==> src/rtl/regfile_pkg.sv <==
// Shared constants and the read-port result type for the picoMips register file.
package regfile_pkg;

   localparam int DEF_WIDTH    = 8;
   localparam int DEF_NUM_REGS = 4;
   // Result struct carries the widest supported word; ports use the low WIDTH bits.
   localparam int RF_MAX_WIDTH = 64;

   typedef struct packed {
      logic [RF_MAX_WIDTH-1:0] data;
      logic                    pending;
   } rd_port_t;

endpackage

==> src/rtl/rf_read_port.sv <==
// One registered read port: range check, zero-register mask, write-first bypass.
module rf_read_port
   import regfile_pkg::*;
#(
   parameter int WIDTH    = DEF_WIDTH,
   parameter int NUM_REGS = DEF_NUM_REGS,
   parameter int BYPASS   = 1,
   parameter int ZERO_REG = 0,
   parameter int AW       = $clog2(NUM_REGS)
) (
   input  logic                           Clock,
   input  logic                           Reset,
   input  logic [AW-1:0]                  rd_addr,
   input  logic [NUM_REGS-1:0][WIDTH-1:0] regs,
   input  logic [NUM_REGS-1:0]            pend_nxt,
   input  logic                           wr_ok,
   input  logic [AW-1:0]                  wr_addr,
   input  logic [WIDTH-1:0]               wr_data,
   output rd_port_t                       rd_q
);

   localparam logic [AW:0] NREGS = (AW+1)'(NUM_REGS);

   rd_port_t rd_d;
   logic     addr_ok;

   always_comb begin
      addr_ok = ({1'b0, rd_addr} < NREGS) && !((ZERO_REG != 0) && (rd_addr == '0));
      rd_d    = '0;
      if (addr_ok) begin
         rd_d.data = RF_MAX_WIDTH'(regs[rd_addr]);
         if ((BYPASS != 0) && wr_ok && (wr_addr == rd_addr))
            rd_d.data = RF_MAX_WIDTH'(wr_data);
         // Pending always reflects this edge's write/reserve, independent of BYPASS.
         rd_d.pending = pend_nxt[rd_addr];
      end
   end

   always_ff @(posedge Clock or posedge Reset) begin
      if (Reset) rd_q <= '0;
      else       rd_q <= rd_d;
   end

endmodule

==> src/rtl/reg_file_sb.sv <==
// Parametrised 2R1W register file with per-register pending scoreboard.
module reg_file_sb
   import regfile_pkg::*;
#(
   parameter int WIDTH    = DEF_WIDTH,
   parameter int NUM_REGS = DEF_NUM_REGS,
   parameter int BYPASS   = 1,
   parameter int ZERO_REG = 0,
   parameter int AW       = $clog2(NUM_REGS)
) (
   input  logic             Clock,
   input  logic             Reset,
   input  logic [AW-1:0]    RdAddrA,
   input  logic [AW-1:0]    RdAddrB,
   output logic [WIDTH-1:0] RdDataA,
   output logic [WIDTH-1:0] RdDataB,
   output logic             PendingA,
   output logic             PendingB,
   input  logic             Write,
   input  logic [AW-1:0]    WrAddr,
   input  logic [WIDTH-1:0] WrData,
   input  logic             Reserve,
   input  logic [AW-1:0]    ResAddr
);

   localparam logic [AW:0] NREGS = (AW+1)'(NUM_REGS);

   logic [NUM_REGS-1:0][WIDTH-1:0] regs_q, regs_d;
   logic [NUM_REGS-1:0]            pend_q, pend_d;
   logic                           wr_ok, res_ok;
   rd_port_t                       rd_a, rd_b;

   always_comb begin
      wr_ok  = Write && ({1'b0, WrAddr} < NREGS) && !((ZERO_REG != 0) && (WrAddr == '0));
      res_ok = Reserve && ({1'b0, ResAddr} < NREGS) && !((ZERO_REG != 0) && (ResAddr == '0));
      regs_d = regs_q;
      pend_d = pend_q;
      if (wr_ok) begin
         regs_d[WrAddr] = WrData;
         pend_d[WrAddr] = 1'b0;
      end
      // Applied after the write so a same-edge reservation marks the new producer.
      if (res_ok) pend_d[ResAddr] = 1'b1;
   end

   always_ff @(posedge Clock or posedge Reset) begin
      if (Reset) begin
         regs_q <= '0;
         pend_q <= '0;
      end else begin
         regs_q <= regs_d;
         pend_q <= pend_d;
      end
   end

   rf_read_port #(
      .WIDTH(WIDTH), .NUM_REGS(NUM_REGS), .BYPASS(BYPASS), .ZERO_REG(ZERO_REG), .AW(AW)
   ) u_port_a (
      .Clock(Clock), .Reset(Reset), .rd_addr(RdAddrA), .regs(regs_q), .pend_nxt(pend_d),
      .wr_ok(wr_ok), .wr_addr(WrAddr), .wr_data(WrData), .rd_q(rd_a)
   );

   rf_read_port #(
      .WIDTH(WIDTH), .NUM_REGS(NUM_REGS), .BYPASS(BYPASS), .ZERO_REG(ZERO_REG), .AW(AW)
   ) u_port_b (
      .Clock(Clock), .Reset(Reset), .rd_addr(RdAddrB), .regs(regs_q), .pend_nxt(pend_d),
      .wr_ok(wr_ok), .wr_addr(WrAddr), .wr_data(WrData), .rd_q(rd_b)
   );

   assign RdDataA  = rd_a.data[WIDTH-1:0];
   assign RdDataB  = rd_b.data[WIDTH-1:0];
   assign PendingA = rd_a.pending;
   assign PendingB = rd_b.pending;

   // Bits above WIDTH are always zero.
   logic unused_hi;
   assign unused_hi = ^{rd_a.data, rd_b.data};

endmodule

==> config.mk <==
export PLATFORM = sky130hd
export DESIGN_NAME = reg_file_sb
export DESIGN_NICKNAME = d
export VERILOG_FILES = /design/src/rtl/regfile_pkg.sv /design/src/rtl/rf_read_port.sv /design/src/rtl/reg_file_sb.sv
export SDC_FILE = /design/constraint.sdc
export NUM_CORES = 1
export LEC_CHECK = 0
export BUFFER_PORTS_ARGS = -buffer_cell sky130_fd_sc_hd__buf_2
export CORE_MARGIN = 5
export CORE_UTILIZATION = 50
export CTS_CLUSTER_SIZE = 16
export DETAILED_ROUTE_END_ITERATION = 10
export PLACE_DENSITY_LB_ADDON = 0.12
export SLEW_MARGIN = 30
export SYNTH_ARGS = -nofsm -noshare
export SYNTH_HDL_FRONTEND = slang
export SYNTH_SLANG_ARGS = --single-unit
export TNS_END_PERCENT = 10
==> constraint.sdc <==
create_clock -name Clock -period 2.5 [get_ports Clock]
set_clock_uncertainty 0.2 [all_clocks]
set_input_delay 0.5 -clock Clock [delete_from_list [all_inputs] [get_ports Clock]]
set_output_delay 0.5 -clock Clock [all_outputs]
set_load 0.02 [all_outputs]
### Word level (Yosys, flattened, before mapping)

Index checks and enable logic that the tools add are counted.

* magnitude comparators: 6
* equal/unequal tests: 2
* multiplexer cells: 19
* bitwise logic cells: 3
* reductions and logical operators: 4

Operators with widths (count)
* $mux W8: 5
* $bmux W8 S2: 2
* $bwmux W32: 1
* $demux W8 S2: 1
* $lt A2 B3 Y1 const B: 4
* $mux W4: 2
* $and A4 B4 Y4: 1
* $bmux W1 S2: 2
* $demux W1 S2: 2
* $eq A2 B2 Y1: 2
* $ge A2 B1 Y1 const B: 2
* $logic_and A1 B1 Y1: 4
* $mux W1: 4
* $not A4 Y4: 1
* $or A4 B4 Y4: 1

* register bits: 54
* bits of input ports: 20

### Longest topological paths before layout

* depth in word-level cells: 11
* gate-level depth with buffers: 4

### By module

Synthesis repeated with hierarchy kept, for this count alone.

* cells, all modules: 259
* area total of the unflattened synthesis: 3460.8 um2

Modules (own cells, without submodules)
* rf_read_port: times used 2, cells each 89, area each 1046.0 um2
* reg_file_sb: times used 1, cells each 81, area each 1368.8 um2

### Worst setup path after synthesis

No wires, ideal clock.

* path kind: input-to-reg
* from: input Write
* to: register u_port_a.rd_q[0] (netlist bit)
* setup time: 0.138 ns
* data arrival time: 1.561 ns
* data required time: 2.162 ns
* slack: 0.601 ns
* stages: 4
* buffers on the path: 1
* cell sequence: buf_4 -> nor3b_4 -> o22ai_2 -> mux4_2

RTL lines
* start: declaration: RTL line reg_file_sb.sv:19 `input logic Write,`
* end signal: assignment: RTL line rf_read_port.sv:41 `else rd_q <= rd_d;`
* end: declaration: RTL line rf_read_port.sv:19 `output rd_port_t rd_q`

==> flow_summary.toml <==
[status]
status = "finished clean"

[sta]
fin_setup_tns_ps = 0
holdWs_ps = 217
setup_viol_count_final = 0
worst_pin_slew_ps = 475
finalCriticalPeriod_ps = 1760
report.final.slew_viol_count = 0
relSlewSlack = 0.682
final.period_utilization = 0.705
finalHoldViolations = 0
rsz0062_at_grt = "false"
fmaxAchievable_ghz = 0.567

[setup_path]
cp_max_fo = 10
worst_path_dominant_cell_family = "multiplexers"
cp-end-kind = "flop"
cp.required_ps = 2490
critPathArrivalTime_ps = 1760
max_stage_delay_ps = 430
worst-path-stages = 4
startpoint_type = "primary input"
ordered_list_of_cells_on_the_worst_path = "buf_2 > xnor2_1 > nand3_1 > mux2_2"
critical_path_start_end_classification = "in -> reg"
length_in_cells_of_the_worst_reg_to_reg_path = 2
timing.critical_path.buf_inv = 1
crit_slowest_cell = "mux2_2"

[synth]
synth.yosys.warnings = 0
yosys_register_bits = 54
ys_seq_area_frac = 0.540
synth.top_cell.area_share = 0.540
netlist_instances = 146
syn_nets = 166
synth.avg_cell_area_um2 = 17.1
post_synth_num_cell_types = 16
synth_commonest_cells = "54 x dfrtp_1, 48 x mux2_2, 18 x mux4_2, 4 x buf_2, 4 x xnor2_1"
most_repeated_cell_in_the_gate_level_netlist_after_synthesis = "dfrtp_1"
synth_enable_flop_cells = 0
synth_top_cells_by_area = "dfrtp_1 54%, mux2_2 22%, mux4_2 16%"
synth_flop_cell = "dfrtp_1"
synthesis.area_um2 = 2500
async_flop_share = 1.00
yosysTopAreaCell = "dfrtp_1"

[placement]
globalplace.congestion = 0.764
post-dp-hpwl_um = 3700
place.port_buffers = 37

[routing]
totalWireLength_um = 5160
detailedRoute.firstPassIterationCount = 4
wl_per_cell_um = 20.0
drt_first_iter_violations = 65
route.antenna.remaining_nets = 0
post-route-drc-count = 0
route.vias.total = 1441
avgViaCountPerCell = 5.59

[clock_tree]
cts.path.max_buffers = 2
cts.sink_count = 54
tritoncts.num_buffers = 5
post_cts_buffers = 0
clk_pin_slew_ps = 90
cts_htree_levels = 2
tritoncts = "yes"
cts-root-buf = "clkbuf_8"
clock_latency_ps = 310

[layout]
layout-area-overhead-vs-synth_pct = 15.3
n_antenna_cell = 0
fill_cell_total_of_the_finished_layout = 372
nNetsFinal = 210
drive_gt1_frac = 0.644

[global_routing]
globalRouteTotalUtil = 0.185
first_global_vias = 1659
grt_pass1_wl_um = 8720
grt_start_max_net_pins = 22
grt.overflow.total = 0
antenna_found_initial = 0

[floorplanning]
initial_core_util = 0.523
core_area_um2 = 4790
fp.dieH_um = 80.8
boundaryPins = 38
dieArea_um2 = 6520
dieWidth_um = 80.8
placement_rows = 25

[power_and_ir_drop]
static-leakage-power_nw = 1.25
totalPowerFinal_w = 0.00229
vdd_ir_drop_max_mv = 0.382
power_density_nw_per_um2 = 793

[min_path]
holdPathStages = 2
min_path_type = "in -> reg"

[run]
max_cap_viol_count = 0
## through the flow
| step | cells | util | setup WS, ps | area (um^2) |
|---|---|---|---|---|
| 6_report | 258 | 0.603 | 737 | 2890 |
| 5_1_grt | 258 | 0.603 | 666 | 2890 |
| 4_1_cts | 258 | 0.603 | 714 | 2890 |
| 3_5_place_dp | 249 | 0.578 | 389 | 2770 |
| 3_3_place_gp | 249 | 0.578 | 411 | 2770 |
| 2_1_floorplan | 146 | - | 485 | 2500 |
## final cells by class
| type | instances | area (um^2) | share of cell area |
|---|---|---|---|
| clock inverter | 3 | 40.0 | 0.0139 |
| multi-input combinational | 82 | 1090 | 0.378 |
| sequential | 54 | 1350 | 0.468 |
| timing repair buffer | 44 | 240 | 0.0832 |
| inverter | 3 | 11.3 | 0.00390 |
| clock buffer | 5 | 68.8 | 0.0238 |
| tap | 67 | 83.8 | 0.0290 |
## worst paths after layout
check,from,endpoint,slack (ps)
setup / recovery,RdAddrA[0],u_port_a.rd_q[1]$_DFF_PP0_,740
hold / removal,ResAddr[0],pend_q[0]$_DFF_PP0_,220
setup reg to reg,regs_q[25]$_DFFE_PP0P_,u_port_a.rd_q[2]$_DFF_PP0_,1020
hold reg to reg,regs_q[22]$_DFFE_PP0P_,regs_q[22]$_DFFE_PP0P_,330
max in group asynchronous,Reset,u_port_a.rd_q[2]$_DFF_PP0_,980
min in group asynchronous,Reset,u_port_b.rd_q[6]$_DFF_PP0_,520
## logic make-up after synthesis
family,Yosys count,synth area share
buffers and inverters,10,0.0245
and+or+nand+nor,8,0.0285
xor gates and xnor gates,4,0.0140
muxes,66,0.378
AOI/OAI and AO/OA,4,0.0155
DFF,54,0.540
## power breakdown
group          leakage [nW]  internal, W  switching, W
logic                 0.558     0.000307      0.000263
registers             0.637      0.00105     0.0000901
clock network        0.0579     0.000295      0.000283
total                  1.25      0.00165      0.000636
## registers in the layout (all words and copies together), names as in the netlist
register / count
regs_q: 32
pend_q: 4
u_port_b.rd_q: 9
u_port_a.rd_q: 9
## layer usage
layer,GRT usage,share of wire,up-vias
li1,-,-,642
met1,0.218,0.40,760
met2,0.324,0.55,30
met3,0.0399,0.039,9
met4,0.0845,0.019,0
met5,0,0,-
## layout by cell type, fill, tap and decap left out, drive strengths merged
cell          n
buf          43
bufinv        1
clkbuf        5
clkinv        2
dfrtp        54
dlygate4sd3   1
inv           3
mux2         48
mux4         18
nand2         1
nand2b        1
nand3         3
nand3b        2
nor3b         1
o22ai         1
o2bb2ai       3
xnor2         4
## worst reg2reg max path, cell delays in order, from the launching register on
cell     delay, ps
dfrtp_1        410
mux4_2         480
mux2_2         280
## repair_timing
item / CTS / global route
hold buffers: 1 / 0
hold endpoints to repair: 19 / 0
gates resized for setup: 0 / 0
No activity file was read; power rests on OpenSTA's default activity.
